$ cat src/rtl/tcm_dport_arbiter_pkg.sv
// rtl/tcm_dport_arbiter_pkg.sv - shared widths, owner/FSM enums and debug access size for the TCM data-port arbiter
package tcm_dport_arbiter_pkg;

    localparam int ADDR_WIDTH     = 32;
    localparam int SIZE_WIDTH     = 4;
    localparam int REG_DATA_WIDTH = 32;
    localparam int BUS_DATA_WIDTH = 64;

    localparam logic [SIZE_WIDTH-1:0] TCM_DBG_SIZE = SIZE_WIDTH'(4);

    typedef enum logic [1:0] {
        NONE,
        LOAD,
        DBG
    } tcm_arb_owner_t;

    typedef enum logic [1:0] {
        IDLE,
        ISSUE,
        RESP
    } tcm_dbg_state_t;

endpackage

$ cat src/rtl/tcm_arb_starve_cnt.sv
// rtl/tcm_arb_starve_cnt.sv - saturating debug starvation counter producing the force-grant flag
module tcm_arb_starve_cnt #(
    parameter int STARVE_LIMIT = 8,
    parameter int CNT_WIDTH    = 4
) (
    input  logic clk,
    input  logic rst_n,
    input  logic inc,
    input  logic clr,
    output logic force_dbg
);

    localparam logic [CNT_WIDTH-1:0] LIMIT = CNT_WIDTH'(STARVE_LIMIT);

    logic [CNT_WIDTH-1:0] cnt_q;
    logic [CNT_WIDTH-1:0] cnt_d;

    always_comb begin
        cnt_d = cnt_q;
        if (clr) begin
            cnt_d = '0;
        end else if (inc && (cnt_q < LIMIT)) begin
            cnt_d = cnt_q + CNT_WIDTH'(1);
        end
    end

    always_ff @(posedge clk or negedge rst_n) begin
        if (!rst_n) begin
            cnt_q <= '0;
        end else begin
            cnt_q <= cnt_d;
        end
    end

    assign force_dbg = (cnt_q >= LIMIT);

endmodule

$ cat src/rtl/tcm_dport_arbiter.sv
// rtl/tcm_dport_arbiter.sv - arbitrates TCM read/write channels between load unit, store buffer and debug port
module tcm_dport_arbiter
    import tcm_dport_arbiter_pkg::*;
#(
    parameter int STARVE_LIMIT = 8,
    parameter int CNT_WIDTH    = 4
) (
    input  logic                      clk,
    input  logic                      rst,

    input  logic                      load_req,
    output logic                      load_ack,
    input  logic [ADDR_WIDTH-1:0]     load_addr,
    input  logic [SIZE_WIDTH-1:0]     load_size,
    output logic                      load_rvalid,
    output logic [BUS_DATA_WIDTH-1:0] load_rdata,

    input  logic                      stbuf_req,
    output logic                      stbuf_ack,
    input  logic [ADDR_WIDTH-1:0]     stbuf_addr,
    input  logic [SIZE_WIDTH-1:0]     stbuf_size,
    input  logic [REG_DATA_WIDTH-1:0] stbuf_data,
    input  logic                      stbuf_full,

    input  logic                      dbg_req,
    output logic                      dbg_ack,
    input  logic                      dbg_we,
    input  logic [ADDR_WIDTH-1:0]     dbg_addr,
    input  logic [REG_DATA_WIDTH-1:0] dbg_wdata,
    output logic                      dbg_rvalid,
    output logic [REG_DATA_WIDTH-1:0] dbg_rdata,

    output logic [ADDR_WIDTH-1:0]     bus_tcm_stbuf_read_addr,
    output logic [SIZE_WIDTH-1:0]     bus_tcm_stbuf_read_size,
    output logic                      bus_tcm_stbuf_rd,
    output logic [ADDR_WIDTH-1:0]     bus_tcm_stbuf_write_addr,
    output logic [SIZE_WIDTH-1:0]     bus_tcm_stbuf_write_size,
    output logic [REG_DATA_WIDTH-1:0] bus_tcm_stbuf_data,
    output logic                      bus_tcm_stbuf_wr,
    input  logic [BUS_DATA_WIDTH-1:0] tcm_bus_stbuf_data
);

    tcm_dbg_state_t state_q, state_d;
    tcm_arb_owner_t tag_q, tag_d;

    logic [ADDR_WIDTH-1:0]     rd_addr_q, rd_addr_d;
    logic [SIZE_WIDTH-1:0]     rd_size_q, rd_size_d;
    logic [ADDR_WIDTH-1:0]     wr_addr_q, wr_addr_d;
    logic [SIZE_WIDTH-1:0]     wr_size_q, wr_size_d;
    logic [REG_DATA_WIDTH-1:0] wr_data_q, wr_data_d;

    logic force_dbg;
    logic dbg_issue;
    logic dbg_rd_win;
    logic dbg_wr_win;
    logic load_win;
    logic stbuf_win;
    logic starve_inc;

    // Grants are gated by rst so nothing is acknowledged while reset is held.
    always_comb begin
        dbg_issue  = rst && (state_q == ISSUE) && dbg_req;
        dbg_rd_win = dbg_issue && !dbg_we && (!load_req || force_dbg);
        dbg_wr_win = dbg_issue && dbg_we && (!stbuf_req || (force_dbg && !stbuf_full));
        load_win   = rst && load_req && !dbg_rd_win;
        stbuf_win  = rst && stbuf_req && !dbg_wr_win;
        starve_inc = dbg_issue && !dbg_rd_win && !dbg_wr_win;
    end

    always_comb begin
        state_d = state_q;
        case (state_q)
            IDLE: begin
                if (dbg_req) state_d = ISSUE;
            end
            ISSUE: begin
                if (!dbg_req)        state_d = IDLE;
                else if (dbg_wr_win) state_d = IDLE;
                else if (dbg_rd_win) state_d = RESP;
            end
            RESP: begin
                state_d = IDLE;
            end
            default: begin
                state_d = IDLE;
            end
        endcase
    end

    always_comb begin
        tag_d = NONE;
        if (load_win)        tag_d = LOAD;
        else if (dbg_rd_win) tag_d = DBG;
    end

    // Channel outputs show the winner this cycle and otherwise hold the last issued values.
    always_comb begin
        rd_addr_d = rd_addr_q;
        rd_size_d = rd_size_q;
        wr_addr_d = wr_addr_q;
        wr_size_d = wr_size_q;
        wr_data_d = wr_data_q;
        if (load_win) begin
            rd_addr_d = load_addr;
            rd_size_d = load_size;
        end else if (dbg_rd_win) begin
            rd_addr_d = dbg_addr;
            rd_size_d = TCM_DBG_SIZE;
        end
        if (stbuf_win) begin
            wr_addr_d = stbuf_addr;
            wr_size_d = stbuf_size;
            wr_data_d = stbuf_data;
        end else if (dbg_wr_win) begin
            wr_addr_d = dbg_addr;
            wr_size_d = TCM_DBG_SIZE;
            wr_data_d = dbg_wdata;
        end
    end

    always_ff @(posedge clk or negedge rst) begin
        if (!rst) begin
            state_q   <= IDLE;
            tag_q     <= NONE;
            rd_addr_q <= '0;
            rd_size_q <= '0;
            wr_addr_q <= '0;
            wr_size_q <= '0;
            wr_data_q <= '0;
        end else begin
            state_q   <= state_d;
            tag_q     <= tag_d;
            rd_addr_q <= rd_addr_d;
            rd_size_q <= rd_size_d;
            wr_addr_q <= wr_addr_d;
            wr_size_q <= wr_size_d;
            wr_data_q <= wr_data_d;
        end
    end

    tcm_arb_starve_cnt #(
        .STARVE_LIMIT (STARVE_LIMIT),
        .CNT_WIDTH    (CNT_WIDTH)
    ) u_starve_cnt (
        .clk       (clk),
        .rst_n     (rst),
        .inc       (starve_inc),
        .clr       (dbg_ack),
        .force_dbg (force_dbg)
    );

    assign load_ack    = load_win;
    assign stbuf_ack   = stbuf_win;
    assign dbg_ack     = dbg_rd_win || dbg_wr_win;
    assign load_rvalid = (tag_q == LOAD);
    assign load_rdata  = tcm_bus_stbuf_data;
    assign dbg_rvalid  = (state_q == RESP);
    assign dbg_rdata   = tcm_bus_stbuf_data[REG_DATA_WIDTH-1:0];

    assign bus_tcm_stbuf_rd         = load_win || dbg_rd_win;
    assign bus_tcm_stbuf_read_addr  = rd_addr_d;
    assign bus_tcm_stbuf_read_size  = rd_size_d;
    assign bus_tcm_stbuf_wr         = stbuf_win || dbg_wr_win;
    assign bus_tcm_stbuf_write_addr = wr_addr_d;
    assign bus_tcm_stbuf_write_size = wr_size_d;
    assign bus_tcm_stbuf_data       = wr_data_d;

endmodule

$ cat config.mk
export PLATFORM = sky130hd
export DESIGN_NAME = tcm_dport_arbiter
export DESIGN_NICKNAME = d
export VERILOG_FILES = /design/src/rtl/tcm_dport_arbiter_pkg.sv /design/src/rtl/tcm_arb_starve_cnt.sv /design/src/rtl/tcm_dport_arbiter.sv
export SDC_FILE = /design/constraint.sdc
export NUM_CORES = 1
export LEC_CHECK = 0
export CAP_MARGIN = 15
export CORE_AREA = 2 2 172 174
export CTS_BUF_LIST = sky130_fd_sc_hd__clkbuf_16
export DETAILED_ROUTE_END_ITERATION = 8
export DIE_AREA = 0 0 174 176
export PLACE_DENSITY = 0.51
export SYNTH_ARGS = -nofsm -noshare
export SYNTH_HDL_FRONTEND = slang
export SYNTH_SLANG_ARGS = --single-unit
$ cat constraint.sdc
create_clock -name clk -period 4.95 [get_ports clk]
set_input_delay 0.495 -clock clk [delete_from_list [all_inputs] [get_ports clk]]
set_output_delay 0.495 -clock clk [all_outputs]
set_load 0.01 [all_outputs]
; ---- After elaboration in Yosys (flattened, before gate mapping)
; Cells that the tools add are included.
[totals]
mem_bits_ro = 0
input_bits = 239
latchBits = 0
mem_count = 0
ramBits = 0
out_inout_bits = 207
ff_bits = 112
[op_classes]
n_mux = 19
div = 0
n_mul = 0
shifts = 0
bitwise = 0
reduce_logical = 28
magnitude_cmp = 2
eq_ne = 5
add_sub_neg = 1
[ops]
columns = op, count
row1 = 32-bit 2-to-1 mux, 6
row2 = 4-bit 2-to-1 mux, 6
row3 = 1-bit logical AND, 14
row4 = 2-bit 2-to-1 mux, 6
row5 = 1-bit zero test, 6
row6 = 1-bit logical OR, 5
row7 = "4-bit by 1-bit adder with 4-bit output, second input constant", 1
row8 = "2-bit by 1-bit == test with 1-bit output, second input constant", 2
row9 = "4-bit >= comparator, second input constant", 1
row10 = "4-bit < comparator, second input constant", 1
row11 = "4-bit != test, second input constant", 1
row12 = 2-bit one-hot mux with 2 select lines, 1
row13 = "2-bit == test, second input constant", 1
row14 = 2-bit zero test, 1
row15 = "2-bit != test, second input constant", 1
row16 = 2-bit AND reduction, 1
row17 = 2-bit nonzero test, 1

; ---- Depth between registers and ports, before layout
; Gate-level depths: netlist of the first run.
[logic_depth]
depth_word = 11
depth_mapped = 6
mapped_depth_nobuf = 5

; ---- Cells and area by module
; A second synthesis of the first run with hierarchy kept.
[hier_totals]
cells_unflattened = 588
hier_area_um2 = 5930.7
[modules_own_cells]
columns = module, cells_each, area_each_um2, seq_area_each_um2, instances
row1 = tcm_dport_arbiter, 569, 5721.7, 2702.6, 1
row2 = tcm_arb_starve_cnt, 19, 209.0, 100.1, 1

; ---- Worst setup path after synthesis of the first run
; Ideal clock, no wire load.
[synth_timing]
path_kind = input port to output port
from = input port stbuf_req
to = output port bus_tcm_stbuf_write_addr[26]
arrival_ns = 1.703
cell_stages = 6
path_buffers = 3
required_ns = 4.455
path_slack_ns = 2.752
cell_sequence = buf_2 -> nand2_1 -> buf_2 -> buf_2 -> mux2i_1 -> o21ai_0
[synth_between]
elab_chain_cells = 6
[synth_rtl]
columns = item, line_no
row1 = from (decl), tcm_dport_arbiter.sv:18  ; input logic stbuf_req,
row2 = 1-bit zero test, tcm_dport_arbiter.sv:64  ; dbg_wr_win = dbg_issue && dbg_we && (!stbuf_req || (force_dbg && !stbuf_full));
row3 = 1-bit logical OR, tcm_dport_arbiter.sv:64
row4 = 1-bit logical AND, tcm_dport_arbiter.sv:64
row5 = 1-bit zero test, tcm_dport_arbiter.sv:66  ; stbuf_win = rst && stbuf_req && !dbg_wr_win;
row6 = 1-bit logical AND, tcm_dport_arbiter.sv:66
row7 = 32-bit 2-to-1 mux *, tcm_dport_arbiter.sv:110  ; if (stbuf_win) begin
row8 = to (decl), tcm_dport_arbiter.sv:36  ; output logic [ADDR_WIDTH-1:0] bus_tcm_stbuf_write_addr,
; Mark *: on every way between the ends. The rest lies on a longest branch, timed or not.

; ---- Final worst setup path of the first run
[layout_timing]
from = input port rst
to = output port bus_tcm_stbuf_read_addr[11]
[layout_between]
elab_chain_cells = 7
[layout_rtl]
columns = item, line_no
row1 = from (decl), tcm_dport_arbiter.sv:9  ; input logic rst,
row2 = 1-bit logical AND (2 in series), tcm_dport_arbiter.sv:62  ; dbg_issue = rst && (state_q == ISSUE) && dbg_req;
row3 = 1-bit logical AND (2 in series), tcm_dport_arbiter.sv:63  ; dbg_rd_win = dbg_issue && !dbg_we && (!load_req || force_dbg);
row4 = 1-bit zero test, tcm_dport_arbiter.sv:65  ; load_win = rst && load_req && !dbg_rd_win;
row5 = 1-bit logical AND, tcm_dport_arbiter.sv:65
row6 = 32-bit 2-to-1 mux *, tcm_dport_arbiter.sv:103  ; if (load_win) begin
row7 = to (decl), tcm_dport_arbiter.sv:33  ; output logic [ADDR_WIDTH-1:0] bus_tcm_stbuf_read_addr,
; Marks and branches as above.

==> results of run 1 <==
==> kinds of logic after synthesis <==
kind of cell             Yosys count
AO/OA/AOI/OAI                    113
flip-flops                       112
adder cells (fa/ha/maj)            2
buffers and inverters            134
AND/OR/NAND/NOR                  129
multiplexers                      97
==> path summary, 6_finish.rpt <==
check                                       start                     endpoint  slack [ns]  depth (start not counted)
max in group asynchronous                     rst       wr_addr_q[8]$_DFF_PN0_        3.30                          3
max                                           rst  bus_tcm_stbuf_read_addr[11]        1.29                          8
max reg2reg                state_q[1]$_DFFE_PN0P_       wr_addr_q[8]$_DFF_PN0_        2.95                          4
min in group asynchronous                     rst      rd_addr_q[30]$_DFF_PN0_        0.49                          2
min                        state_q[1]$_DFFE_PN0P_       state_q[0]$_DFFE_PN0P_        0.47                          1
min reg2reg                state_q[1]$_DFFE_PN0P_       state_q[0]$_DFFE_PN0P_        0.47                          1
==> cell usage in the layout, fill, tap and decap left out, types with 2 or more instances in the layout <==
cell type,netlist,routed
a21oi_1,7,7
ha_1,2,2
buf_12,0,3
mux2i_1,96,96
nor3b_1,2,2
dfrtp_1,112,112
clkinv_4,0,3
o21ai_1,20,20
nor2_1,3,3
nand3_1,7,7
a21o_1,2,2
a211o_1,2,2
nand2_1,104,102
clkbuf_16,0,9
nor3_1,2,2
nor2b_1,4,4
clkdlybuf4s50_1,0,284
buf_4,99,8
nand2b_1,2,2
inv_1,4,5
o21ai_0,77,77
and3_1,2,2
==> critical path: stages <==
cell	delay, ns
dlygate4sd3_1	0.54
buf_6	0.16
nand4b_4	0.21
nor3_4	0.70
buf_12	0.27
nand2_1	0.06
o21ai_0	0.10
clkdlybuf4s50_1	0.61
==> Yosys cell counts (all sizes together) <==
cell type	instances
clkbuf	18
buf	112
dfrtp	112
nand2b	2
o21ba	1
nand4b	1
a21o	2
nor2	3
a21oi	7
or4	1
nand3	7
mux2	1
nor2b	4
a211o	2
a31oi	1
nand2	104
mux2i	96
nor3	3
and3	2
a41o	1
o21ai	97
nor3b	2
a22o	1
inv	4
ha	2
a211oi	1
==> final cells by class <==
class                   instances  area, um2  share of cell area (%)
repair buffers                297       2980                    34.2
inverters                       4       15.0                   0.172
well taps                     384        480                    5.50
multi-input cells             341       2170                    24.9
flip-flops and latches        112       2800                    32.1
clock inverters                 6       46.3                   0.530
clock buffers                   9        225                    2.58
==> layer usage <==
layer | global-route usage [%] | up-vias | part of all wire, %
met5 | 0 | - | 0
met1 | 14.6 | 2159 | 41
li1 | - | 2243 | -
met2 | 20.8 | 177 | 49
met3 | 3.53 | 54 | 6.6
met4 | 4.90 | 0 | 2.9
==> registers in the layout, summed over array words and instances, names as in the netlist <==
signal / count
rd_addr_q: 32
rd_size_q: 4
state_q: 2
tag_q: 2
u_starve_cnt.cnt_q: 4
wr_addr_q: 32
wr_data_q: 32
wr_size_q: 4
==> power by group through the flow <==
stage | sequential (mW) | clock, mW | combinational, mW
6_report | 1.11 | 0.727 | 0.820
5_1_grt | 1.12 | 0.800 | 0.891
4_1_cts | 1.11 | 0.767 | 0.838
3_5_place_dp | 1.13 | 0 | 0.832
3_3_place_gp | 1.12 | 0 | 0.833
2_1_floorplan | 1.11 | 0 | 0.388
==> timing repair <==
action / in CTS / in global routing
resized for setup: 0 / 0
hold buffers: 1 / 0
hold endpoints to repair: 4 / 0
==> impl_metrics.ini, run 1 <==
[status]
status = finished clean

[timing]
fin_tns_setup_ns = 0
clock_skew_ns = 0.0191
max_slew_margin_pct = 37.5
report.final.slew_viol_count = 0
fmax_ghz = 0.273
fin_crit_sh_pct = 74.0
min_period_ns = 3.66
hold_viol = 0
whs_ns = 0.467
fin_ws_ns = 1.29
rsz0062_at_grt = false
tightest_slew_ns = 0.938
setup_viol = 0

[layout]
postLayoutCellArea_um2 = 8730
post-route-util_pct = 30.6
drive_gt1_share_pct = 4.29
nNetsFinal = 1006
area_growth_pct = 49.4
antenna_cells = 0
n_fill_cell = 3019
finalNonFillerCells = 1153

[yosys]
synth.avg_cell_area_um2 = 9.95
synth_largest_area_cell = dfrtp_1
yosysUniqueCellTypes = 30
syn_nets = 828
synth-adder-area-share_pct = 0.428
synth_warnings = 0
synth_xor_area_share_pct = 0
syn_area_um2 = 5840
synthSimpleGateAreaFrac_pct = 9.47
synth_mux_area_share_pct = 16.6
synth_top_area_share_pct = 48.0
synthTopCellsByArea = dfrtp_1 48%, mux2i_1 16%, buf_4 13%
synth_top_family_by_area = multiplexers
yosysSeqAreaShare_pct = 48.0
synthCells = 587
synth-compound-area-share_pct = 10.3
synth_seq_cells = 112

[placement]
hpwl_mm = 14.4
finalWeightedCongestion = 0.742
dp_cells = 1137
pre_cts_ws_ns = 1.31
place_area_um2 = 8450
portBuffers = 285

[detailed_routing]
routedWlPerCell_um = 16.6
vias = 4633
viasPerCell = 4.02
drc = 0
ant_nets = 0
wirelength_mm = 19.1
firstDrtPassIters = 4
drtIter0Drc = 182

[flow_run]
maxCapViolCount = 0

[worst_setup_path]
worstPathRequired_ns = 4.45
critPathMaxFanout = 35
path_class = input pin to primary output
crit_arrival_ns = 3.17
worstSetupEndpointType = primary output
cp-start-kind = input pin

[power_and_ir_drop]
p_leak_nw = 3.77
vdd_drop_max_uv = 121
power.internal_mw = 1.88
power_mw = 2.65
netSwitchingPower_uw = 774
swShare_pct = 29.1
p_clk_share_pct = 27.4
power_frac_seq_pct = 41.7
comb_power_share_pct = 30.9
power_density_nw_per_um2 = 304

[hold_path]
worstHoldPathType = flip-flop to flip-flop

[floorplan]
rows = 62
die_area_um2 = 30600
io_pins = 446
initial_core_util_pct = 20.5
die_w_um = 174
die_h_um = 176
core-area_um2 = 28500

[clock_network]
cts.path.max_buffers = 2
postCtsSetupBuffers = 0
h-tree-depth = 3
clk_latency_ns = 0.36
path_clk_slew_ns = 0.09
cts_buffers = 9
numClockSinks = 112
clockRootBuffer = clkbuf_16
cts_tree = built

[global_routing]
grt_pass1_wl_mm = 29.0
grt_max_degree = 83
grt_pass1_vias = 4838
grt_antenna_before_repair = 0
grt.overflow.total = 0
track_usage_pct = 12.2
Power figures use the tool's default switching activity.
==> inputs of run 2 (changes only) <==
- CORE_AREA: 2 2 172 174 -> 2 2 175 177
- DIE_AREA: 0 0 174 176 -> 0 0 177 179
- PLACE_DENSITY: 0.51 -> 0.5
- clock period: 4.95 -> 3.4 ns (I/O delays scaled with it)
==> run 2 against run 1 <==
First-iteration DRC count decreased by 4.9%. Combinational power increased by 48%. Largest power group unchanged. Critical path depth is 1 lower. Global-route usage increased by 0.097 points. Cell area rose by 1.2%. Wire length up 5.4%. Sequential share of layout area down 0.38 points. Largest cell class unchanged. Clock power up 54%. Cell count is 1.3% higher. Total power up 48%. Core utilization is 1.2 points lower. Non-clock buffer count grew 2.
==> impl_metrics.ini, run 2 (synthesis gave the netlist of run 1 again) <==
[worst_setup_path]
crit_arrival_ns = 2.72
worstSetupEndpointType = primary output
reg2reg_slack_ns = 1.59
path_cells = clkdlybuf4s50_1 -> nand4b_4 -> a211oi_4 -> buf_12 -> nand2_1 -> o21ai_0 -> clkdlybuf4s50_1
r2r_start = state_q[1]$_DFFE_PN0P_
cp_common_cell = clkdlybuf4s50_1
slowest_delay_ns = 0.64
path_buf_inv = 3
rr_endpoint = wr_data_q[0]$_DFF_PN0_
worstPathRequired_ns = 3.06
reg2reg_depth = 5
path_class = input pin to primary output
critPathMaxFanout = 76
cp-start-kind = input pin
crit_family = buffers and inverters
cp_slowest_cell = clkdlybuf4s50_1

[detailed_routing]
vias = 4670
routedWlPerCell_um = 17.2
wirelength_mm = 20.1
drtIter0Drc = 173
met2_length_mm = 9.72
viasPerCell = 4.00
wl_met3_mm = 1.38
drc = 0
routed.top_layer = met4
ant_nets = 0
firstDrtPassIters = 4
wl_met1_mm = 8.40

[layout]
final_cell_mix = 284 x clkdlybuf4s50_1, 112 x dfrtp_1, 102 x nand2_1
final_common_cell = clkdlybuf4s50_1
finalNonFillerCells = 1168
postLayoutCellArea_um2 = 8830
nNetsFinal = 1008
multi_input_area_um2 = 2170
area_growth_pct = 51.2
reg_top3 = rd_addr_q (32), wr_addr_q (32), wr_data_q (32)
ff_latch_area_um2 = 2800
n_fill_cell = 3207
post-route-util_pct = 29.4
antenna_cells = 0
drive_gt1_share_pct = 4.53

[floorplan]
rows = 64
io_pins = 446
die_w_um = 177
initial_core_util_pct = 19.5
core-area_um2 = 30000
die_area_um2 = 31700
die_h_um = 179

[clock_network]
clockRootBuffer = clkbuf_16
cts_tree = built
numClockSinks = 112
cts.path.max_buffers = 2
h-tree-depth = 3
path_clk_slew_ns = 0.08
clk_latency_ns = 0.36
cts_buffers = 9

[placement]
dp_cells = 1151
hpwl_mm = 15.0
finalWeightedCongestion = 0.715
portBuffers = 285
place_area_um2 = 8530

[power_and_ir_drop]
p_leak_nw = 3.80
p_clk_share_pct = 28.4
power_mw = 3.94
netSwitchingPower_mw = 1.12
vdd_drop_max_uv = 287
power_density_nw_per_um2 = 446
comb_power_share_pct = 30.7
power.internal_mw = 2.82
swShare_pct = 28.4
power_frac_seq_pct = 40.9

[timing]
setup_viol = 0
fin_crit_sh_pct = 89.9
clock_skew_ns = 0.0118
max_slew_margin_pct = 39.7
fin_tns_setup_ns = 0
tightest_slew_ns = 0.904
hold_viol = 0
min_period_ns = 3.06
report.final.slew_viol_count = 0
fmax_ghz = 0.327
rsz0062_at_grt = false

[global_routing]
grt_pass1_vias = 4932
grt_pass1_wl_mm = 29.7
track_usage_pct = 12.3
grt_antenna_before_repair = 0
grt_max_degree = 77
grt.overflow.total = 0

[hold_path]
worstHoldPathType = input pin to async pin

[flow_run]
maxCapViolCount = 0

[status]
status = finished clean
[run 2: routing by layer]
metal	GRT usage [%]	vias up
li1	-	2246
met1	15.4	2192
met2	20.3	189
met3	3.05	43
met4	5.06	0
met5	0	-
[run 2: per-stage QoR]
step / worst slack [ns] / hold slack, ns
global route: 0.184 / 0.219
CTS: 0.317 / 0.200
detailed placement: 0.331 / 0.225
finish: 0.345 / 0.175
global placement: 0.333 / 0.226
floorplan: 1.49 / 0.0444
[run 2: power groups by stage]
| stage | sequential, mW | clock [mW] | combinational (mW) |
|---|---|---|---|
| global placement | 1.63 | 0 | 1.22 |
| detailed placement | 1.64 | 0 | 1.22 |
| floorplan | 1.62 | 0 | 0.565 |
| global route | 1.64 | 1.25 | 1.31 |
| CTS | 1.61 | 1.20 | 1.23 |
| finish | 1.61 | 1.12 | 1.21 |
[run 2: layout make-up]
cell class | count | area share [%]
Timing Repair Buffer | 299 | 34.5
Sequential cell | 112 | 31.7
Multi-Input combinational cell | 341 | 24.6
Tap cell | 396 | 5.61
Clock buffer | 9 | 2.55
Clock inverter | 7 | 0.793
Inverter | 4 | 0.170
[run 2: worst max-delay path by stage]
stage                           start                           end  slack [ns]  cells after the start
2_1_floorplan  state_q[1]$_DFFE_PN0P_  bus_tcm_stbuf_write_addr[26]        1.49                      6
3_3_place_gp                  dbg_req         bus_tcm_stbuf_data[0]        0.33                      7
3_5_place_dp                  dbg_req         bus_tcm_stbuf_data[0]        0.33                      7
4_1_cts                       dbg_req         bus_tcm_stbuf_data[0]        0.32                      7
5_1_grt                       dbg_req         bus_tcm_stbuf_data[0]        0.18                      7
6_report                      dbg_req         bus_tcm_stbuf_data[0]        0.34                      7
[run 2: repair_timing]
| action | 4_1_cts | 5_1_grt |
|---|---|---|
| resized for setup | 0 | 0 |
| hold endpoints to repair | 13 | 0 |
| buffers inserted | 0 | 0 |
| hold buffers | 1 | 0 |
